File: src/rtl/fpm_pkg.sv
`default_nettype none
// ============================================================================
// Package     : fpm_pkg
// Description : Shared widths, types and the round-robin pick helper for the
//               floating-point multiplier arbiter.
// Revision    : 1.0 - initial release
// ============================================================================
package fpm_pkg;

   localparam int FPM_WIDTH   = 32;
   localparam int FPM_LATENCY = 4;

   typedef logic [0:0]           fpm_id_t;
   typedef logic [FPM_WIDTH-1:0] fpm_word_t;

   // Winner between two requesters; a tie goes to the one not served last.
   function automatic fpm_id_t fpm_rr_pick(input logic v0, input logic v1,
                                           input fpm_id_t last);
      fpm_id_t pick;
      if (v0 && v1) begin
         pick = ~last;
      end else if (v1) begin
         pick = 1'b1;
      end else begin
         pick = 1'b0;
      end
      return pick;
   endfunction

endpackage
`default_nettype wire

File: src/rtl/fpm_tag_pipe.sv
`default_nettype none
// ============================================================================
// Module      : fpm_tag_pipe
// Description : LATENCY-deep valid/owner shift register that moves in lockstep
//               with the multiplier stage registers (shared clock-enable).
// Revision    : 1.0 - initial release
// ============================================================================
module fpm_tag_pipe import fpm_pkg::*; #(
   parameter int LATENCY = FPM_LATENCY
) (
   input  logic    clk,
   input  logic    rst,
   input  logic    ce,
   input  logic    in_vld,
   input  fpm_id_t in_tag,
   output logic    out_vld,
   output fpm_id_t out_tag,
   output logic    any_vld
);

   logic    [LATENCY-1:0] vld_q, vld_d;
   fpm_id_t [LATENCY-1:0] tag_q, tag_d;

   // Shift one stage per enabled cycle, hold everything while stalled.
   always_comb begin
      vld_d = vld_q;
      tag_d = tag_q;
      if (ce) begin
         vld_d[0] = in_vld;
         tag_d[0] = in_tag;
         for (int i = 1; i < LATENCY; i++) begin
            vld_d[i] = vld_q[i-1];
            tag_d[i] = tag_q[i-1];
         end
      end
   end

   // Stage registers; reset drops every in-flight entry.
   always_ff @(posedge clk) begin
      if (rst) begin
         vld_q <= '0;
         tag_q <= '0;
      end else begin
         vld_q <= vld_d;
         tag_q <= tag_d;
      end
   end

   assign out_vld = vld_q[LATENCY-1];
   assign out_tag = tag_q[LATENCY-1];
   assign any_vld = |vld_q;

endmodule
`default_nettype wire

File: src/rtl/fpm_mul_arbiter.sv
`default_nettype none
// ============================================================================
// Module      : fpm_mul_arbiter
// Description : Round-robin sharing of one fixed-latency FP multiplier between
//               two requesters, with owner tracking and whole-pipe stall.
// Revision    : 1.0 - initial release
// ============================================================================
module fpm_mul_arbiter import fpm_pkg::*; #(
   parameter int WIDTH   = FPM_WIDTH,
   parameter int LATENCY = FPM_LATENCY
) (
   input  logic             clk,
   input  logic             rst,
   input  logic             req0_valid,
   input  logic [WIDTH-1:0] req0_a,
   input  logic [WIDTH-1:0] req0_b,
   output logic             req0_ready,
   input  logic             req1_valid,
   input  logic [WIDTH-1:0] req1_a,
   input  logic [WIDTH-1:0] req1_b,
   output logic             req1_ready,
   output logic [WIDTH-1:0] mul_a,
   output logic [WIDTH-1:0] mul_b,
   output logic             mul_ce,
   input  logic [WIDTH-1:0] mul_y,
   input  logic             res_ready,
   output logic             res_valid,
   output logic             res_id,
   output logic [WIDTH-1:0] res_y,
   output logic             busy
);

   fpm_id_t          last_q, last_d;
   logic [WIDTH-1:0] mul_a_q, mul_a_d;
   logic [WIDTH-1:0] mul_b_q, mul_b_d;
   logic             iss_vld_q, iss_vld_d;
   fpm_id_t          iss_tag_q, iss_tag_d;
   logic             gnt_vld;
   fpm_id_t          gnt_id;
   logic             pipe_vld;
   fpm_id_t          pipe_tag;
   logic             pipe_any;

   // Stall the whole pipe only when a valid result is blocked; never in reset.
   always_comb begin
      mul_ce = 1'b1;
      if (!rst && pipe_vld && !res_ready) begin
         mul_ce = 1'b0;
      end
   end

   // Round-robin grant, suppressed while stalled or in reset.
   always_comb begin
      gnt_vld = 1'b0;
      gnt_id  = '0;
      if (!rst && mul_ce && (req0_valid || req1_valid)) begin
         gnt_vld = 1'b1;
         gnt_id  = fpm_rr_pick(req0_valid, req1_valid, last_q);
      end
   end

   assign req0_ready = gnt_vld && (gnt_id == 1'b0);
   assign req1_ready = gnt_vld && (gnt_id == 1'b1);

   // Issue register next state: operands and owner of the granted pair.
   always_comb begin
      last_d    = last_q;
      mul_a_d   = mul_a_q;
      mul_b_d   = mul_b_q;
      iss_vld_d = iss_vld_q;
      iss_tag_d = iss_tag_q;
      if (mul_ce) begin
         iss_vld_d = gnt_vld;
         if (gnt_vld) begin
            iss_tag_d = gnt_id;
            last_d    = gnt_id;
            mul_a_d   = (gnt_id == 1'b1) ? req1_a : req0_a;
            mul_b_d   = (gnt_id == 1'b1) ? req1_b : req0_b;
         end
      end
   end

   // Issue registers; last starts at 1 so requester 0 wins the first tie.
   always_ff @(posedge clk) begin
      if (rst) begin
         last_q    <= 1'b1;
         mul_a_q   <= '0;
         mul_b_q   <= '0;
         iss_vld_q <= 1'b0;
         iss_tag_q <= '0;
      end else begin
         last_q    <= last_d;
         mul_a_q   <= mul_a_d;
         mul_b_q   <= mul_b_d;
         iss_vld_q <= iss_vld_d;
         iss_tag_q <= iss_tag_d;
      end
   end

   // Owner tracking for the LATENCY multiplier stages behind the issue register.
   fpm_tag_pipe #(
      .LATENCY (LATENCY)
   ) u_tag_pipe (
      .clk     (clk),
      .rst     (rst),
      .ce      (mul_ce),
      .in_vld  (iss_vld_q),
      .in_tag  (iss_tag_q),
      .out_vld (pipe_vld),
      .out_tag (pipe_tag),
      .any_vld (pipe_any)
   );

   assign mul_a     = mul_a_q;
   assign mul_b     = mul_b_q;
   assign res_valid = pipe_vld;
   assign res_id    = pipe_tag;
   assign res_y     = mul_y;
   assign busy      = iss_vld_q | pipe_any;

endmodule
`default_nettype wire

File: config.mk
export PLATFORM = sky130hd
export DESIGN_NAME = fpm_mul_arbiter
export DESIGN_NICKNAME = d
export VERILOG_FILES = /design/src/rtl/fpm_pkg.sv /design/src/rtl/fpm_tag_pipe.sv /design/src/rtl/fpm_mul_arbiter.sv
export SDC_FILE = /design/constraint.sdc
export NUM_CORES = 1
export LEC_CHECK = 0
export BUFFER_PORTS_ARGS = -buffer_cell sky130_fd_sc_hd__buf_4
export CAP_MARGIN = 25
export CORE_MARGIN = 2
export CORE_UTILIZATION = 35
export CTS_BUF_LIST = sky130_fd_sc_hd__clkbuf_4 sky130_fd_sc_hd__clkbuf_8
export CTS_CLUSTER_DIAMETER = 60
export DETAILED_ROUTE_END_ITERATION = 8
export PLACE_DENSITY = 0.77
export SLEW_MARGIN = 20
export SYNTH_ARGS = -nofsm -noshare
export SYNTH_HDL_FRONTEND = slang
export SYNTH_HIERARCHICAL = 1
export SYNTH_SLANG_ARGS = --single-unit
File: constraint.sdc
create_clock -name clk -period 3 [get_ports clk]
set_input_delay 0.3 -clock clk [delete_from_list [all_inputs] [get_ports clk]]
set_output_delay 0.3 -clock clk [all_outputs]
set_load 0.02 [all_outputs]
==> run summary, run 1 <==
CTS tree: done
Initial Utilization: 0.354
Count of endpoints failing hold in the final timing report: 0
Number of nets in the finished design: 749
Flop-to-flop setup slack: 0.95 ns
# Post-CTS Setup Buffers: 0
Drt total wl: 11600 um
Total overflow reported by the global router: 0
Register area share after synthesis: 0.376
Synthesized area per cell: 9.08 sq um
Core region area: 11300 sq um
CP Data Arrival Time: 2.14 ns
Post-detail-place hpwl: 8390 um
Count of instances resized after the clock tree is built: 0
Longest Clk Path Bufs: 2
Most frequent cells in the layout: 209 x buf_4, 129 x nand2_1, 75 x dfxtp_1
Largest net degree at the start of global routing: 41
Final antenna-violating net count: 0
Number of vias per cell: 5.23
Post-route fraction of the period consumed by the critical path: 0.814
Layout overhead on the synthesized area: 36.2%
DRT iter0 DRCs: 238
Antenna diodes: 0
Number of optimization iterations in the first detailed-route pass: 4
Std cell rows: 39
Setup repair after global routing missed its margin: false
Most common library cell in the layout ignoring fill and taps: buf_4
Final worst path period need: 2.44 ns
Horizontal extent of the die: 111 um
Sum of negative setup slack: 0 ns
Weighted congestion at the end of routability-driven global placement: 0.851
First-pass GRT wire length: 18400 um
Clk Tree Root Cell: clkbuf_8
# Max-Cap Violations: 0
Fill cells: 1047
Worst-Skew Late Latency: 0.34 ns
Clock transition at the register clock pins on the worst setup and hold paths after CTS: 0.08 ns
Detailed-route DRC error count: 0
Share of cells above drive strength 1: 0.496
Synthesized instance count: 440
Height of the die: 111 um
Biggest area consumer among synthesized cells: dfxtp_1
Fraction of synthesized cell area taken by the top area cell type: 0.376
Antenna violations before repair: 0
Average routed wire per standard cell: 15.9 um
Num CTS Buffers: 9
Worst setup path category: register to output pin
Outcome: complete, no violations
Count of boundary I/O pins: 267
Startpoint type of the worst setup path: register
Number of warning messages in the yosys log: 6
CP Data Required Time: 2.70 ns
Number of flip-flops and latches in the synthesized netlist: 75
Peak VDD IR: 267 uV
Slew of the pin with the lowest slew margin: 0.621 ns
Fin Hold WS: 0.236 ns
Maximum clock frequency: 409 MHz
Max_slew headroom: 0.586
Number of port buffers: 202
Post-synthesis cell area: 3990 sq um
Count of final setup violators: 0
Combined global-route utilization of all metal layers: 0.179
Post-Syn Nets: 605
Total number of H-tree levels: 3
Synth area leaders: dfxtp_1 38%, a311oi_2 23%, nand2_1 12%
Post-synth cell types: 26
Clock Sinks: 75
Largest fanout on the critical path: 40
Type of the most critical hold path: input pin to register
Static Leak: 0.00240 uW
Detailed-route via count: 3825
Full die area: 12300 sq um
Category of the worst setup path capture point: output pin
Vias in the first global route: 3773
Post-cts hold buffer count: 0
Power density normalized to cell area: 473 nW/um^2
Final Util: 0.483
Final count of pins violating max slew: 0
Worst Skew: 0.00981 ns
## critical path, stage by stage, from the launching register on
cell and delay [ns]:
dfxtp_1 0.35, nand2b_2 0.46, buf_4 0.49, nand2_1 0.17
nor2_1 0.14, buf_4 0.15
## kinds of logic (layout without fill, tap and decap cells)
logic type,Yosys count,after routing,synth area share
simple gates,144,144,0.140
compound gates,135,135,0.332
mux,8,8,0.0201
buf+inv,78,227,0.132
flops,75,75,0.376
## cell type report
| class | instances | area [sq um] | share of cell area |
|---|---|---|---|
| clock buffer | 9 | 124 | 0.0228 |
| clock inverter | 7 | 68.8 | 0.0126 |
| inverter | 1 | 3.75 | 0.000690 |
| multi-input combinational | 287 | 1970 | 0.363 |
| sequential | 75 | 1500 | 0.276 |
| tap | 143 | 179 | 0.0329 |
| timing repair buffer | 210 | 1590 | 0.292 |
## cell usage after synthesis (all sizes together)
master / number
a211o: 1
nand2b: 1
clkbuf: 9
a311oi: 64
inv: 1
or2: 2
o21ba: 2
dfxtp: 75
mux2i: 8
a21bo: 1
buf: 68
and3: 1
a21boi: 2
a21oi: 64
and2: 1
nand2: 129
or4: 1
nor2: 9
o21ai: 1
## report_power, final
part	total [uW]	internal [uW]	leakage, uW	switching [uW]
clock network	770	381	0.0000950	389
registers	1120	1070	0.000620	48.4
logic	684	324	0.00169	360
## layer usage
layer	up-vias	global-route usage	wire length [um]
met3	17	0.0487	926
met1	1771	0.216	4750
met2	213	0.306	5760
met5	-	0	0
li1	1824	-	-
met4	0	0.0608	168
## stage by stage
step                      worst slack [ns]  instance area [sq um]  power [uW]  instances
after floorplan                       1.36                   3990        1600        440
after global placement               0.911                   5250        1810        716
after detailed placement             0.844                   5250        1830        716
after CTS                            0.550                   5440        2610        732
after global routing                 0.450                   5440        2700        732
final                                0.557                   5440        2570        732
## path summary, 6_finish.rpt
kind	startpoint	endpoint	depth (start not counted)
worst max-delay path	u_tag_pipe/vld_q[3]	req0_ready	5
worst min-delay path	req0_a[14]	mul_a[14]	3
worst max register to register	u_tag_pipe/vld_q[3]	mul_b[18]	4
worst min register to register	iss_vld_q	iss_vld_q	2
## flip-flops by register name (all words and copies together) (netlist names)
signal              flops
mul_b                  32
u_tag_pipe/vld_q        4
iss_tag_q               1
u_tag_pipe/out_tag      1
u_tag_pipe/tag_q        3
iss_vld_q               1
mul_a                  32
last_q                  1
Power figures use the tool's default switching activity.
==> inputs of run 2 (changes only) <==
clock period = 2.3 ns   (was 3 ns; I/O delays follow)
==> run 2 against run 1 <==
Net effect: critical path depth is 2 lower; clock-buffer cell count is 5 higher; wire length is 2.7% lower; worst hold slack worse by 0.081 ns; total power is 28% higher; setup slack worse by 0.14 ns; largest power group unchanged; first-iteration DRC count is 47% higher; register-to-register slack worse by 0.36 ns; final cell count is 0.41% higher.
==> run summary, run 2 (synthesis results as in run 1) <==
Share of total power in sequential cells: 0.441
Start point of the critical path: u_tag_pipe/vld_q[3]
Vias in the first global route: 3691
Average routed wire per standard cell: 15.4 um
Power density normalized to cell area: 603 nW/um^2
Most frequent cells in the layout: 210 x buf_4, 129 x nand2_1, 75 x dfxtp_1
Drt total wl: 11300 um
CP Data Required Time: 2.07 ns
CTS tree: done
Total area of multi-input combinational cells: 1970 sq um
# Max-Cap Violations: 0
Final antenna-violating net count: 0
Longest Clk Path Bufs: 2
Final Util: 0.486
Slew of the pin with the lowest slew margin: 0.647 ns
Slowest cell on crit path: or4_1
Count of endpoints failing hold in the final timing report: 0
Number of port buffers: 202
Largest net degree at the start of global routing: 75
Worst setup path category: register to output pin
Most common library cell in the layout ignoring fill and taps: buf_4
Crit-path max cell delay: 0.52 ns
Core region area: 11300 sq um
Number of optimization iterations in the first detailed-route pass: 4
Num CTS Buffers: 9
Peak VDD IR: 287 uV
Maximum clock frequency: 530 MHz
CP Data Arrival Time: 1.66 ns
Summed area of non-filler cells in the final layout: 5480 sq um
Part of the power in the clock network: 0.287
DRT iter0 DRCs: 350
Horizontal extent of the die: 111 um
Antenna diodes: 0
Full die area: 12300 sq um
Number of nets in the finished design: 752
Net Sw Power: 992 uW
First-pass GRT wire length: 18100 um
Layout overhead on the synthesized area: 37.2%
Post-detail-place hpwl: 8070 um
Post-placement cell area: 5280 sq um
Type of the most critical hold path: input pin to register
Total overflow reported by the global router: 0
Cell Chain, Critical Path: or4_1, or2_2, buf_4
Fin Hold WS: 0.155 ns
Final count of pins violating max slew: 0
Count of final setup violators: 0
Clock Sinks: 75
Weighted congestion at the end of routability-driven global placement: 0.837
Detailed-route DRC error count: 0
Hold Path Origin: req0_a[14]
Total number of H-tree levels: 3
Count of instances resized after the clock tree is built: 0
Clk Tree Root Cell: clkbuf_8
Count of boundary I/O pins: 267
Number of vias per cell: 5.16
Max_slew headroom: 0.569
Logic gate share of total power: 0.272
Sum of negative setup slack: 0 ns
Category of the worst setup path capture point: output pin
Post-cts hold buffer count: 0
Height of the die: 111 um
Combined global-route utilization of all metal layers: 0.177
Cell internal pwr: 2310 uW
Final worst path period need: 1.89 ns
Startpoint type of the worst setup path: register
Initial Utilization: 0.354
Area of all sequential standard cells: 1500 sq um
Fill cells: 1080
Post-route fraction of the period consumed by the critical path: 0.820
Largest fanout on the critical path: 4
# Post-CTS Setup Buffers: 0
Sw Share: 0.300
Share of cells above drive strength 1: 0.498
Worst Skew: 0.00817 ns
Antenna violations before repair: 0
Detailed-route via count: 3794
Setup repair after global routing missed its margin: false
Std cell rows: 39
Clock transition at the register clock pins on the worst setup and hold paths after CTS: 0.08 ns
Outcome: complete, no violations
Static Leak: 0.00243 uW
Worst-Skew Late Latency: 0.35 ns
Reg-to-reg critical path startpoint: last_q
## run 2: changes by cell type in the layout (fill, tap and decap cells not counted), sizes merged
cell / before / now
clkbuf: 9 / 14
clkinv: 4 / 2
bufinv: 1 / 0
buf: 210 / 213
clkinvlp: 2 / 0
## run 2: cell type report
class | instances | share of cell area
multi-input combinational | 287 | 0.360
timing repair buffer | 213 | 0.299
sequential | 75 | 0.274
tap | 143 | 0.0327
clock buffer | 14 | 0.0317
clock inverter | 2 | 0.00183
inverter | 1 | 0.000685
## run 2: final timing paths
path / end / slack (ns) / depth (start not counted)
setup / recovery: busy / 0.41 / 3
hold / removal: mul_a[14] / 0.15 / 3
setup reg to reg: mul_a[13] / 0.59 / 4
hold reg to reg: iss_vld_q / 0.47 / 2
## run 2: through the flow
| stage | setup slack [ns] | total power (uW) | instances |
|---|---|---|---|
| after floorplan | 0.657 | 2080 | 440 |
| after global placement | 0.661 | 2370 | 718 |
| after detailed placement | 0.606 | 2390 | 718 |
| after CTS | 0.372 | 3360 | 734 |
| after global routing | 0.322 | 3490 | 735 |
| final | 0.414 | 3310 | 735 |
## run 2: power by group through the flow
stage	Clock (uW)	Combinational (uW)	Sequential, uW
floorplan	0	494	1590
global placement	0	886	1480
detailed placement	0	901	1490
CTS	997	901	1460
global route	1050	968	1470
finish	949	900	1460
## run 2: layer usage
| layer | wire length [um] | up-vias | share of wire | global-route usage |
|---|---|---|---|---|
| met5 | 0 | - | 0 | 0 |
| met4 | 211 | 0 | 0.019 | 0.0742 |
| met3 | 940 | 17 | 0.083 | 0.0530 |
| met2 | 5470 | 187 | 0.48 | 0.295 |
| met1 | 4670 | 1765 | 0.41 | 0.213 |
| li1 | - | 1825 | - | - |
## run 2: critical path, delay by kind of cell, from the launching register on
family | cells | cell delay (ns)
AND/OR/NAND/NOR | 2 | 0.81
flip-flops | 1 | 0.35
buffers and inverters | 1 | 0.16
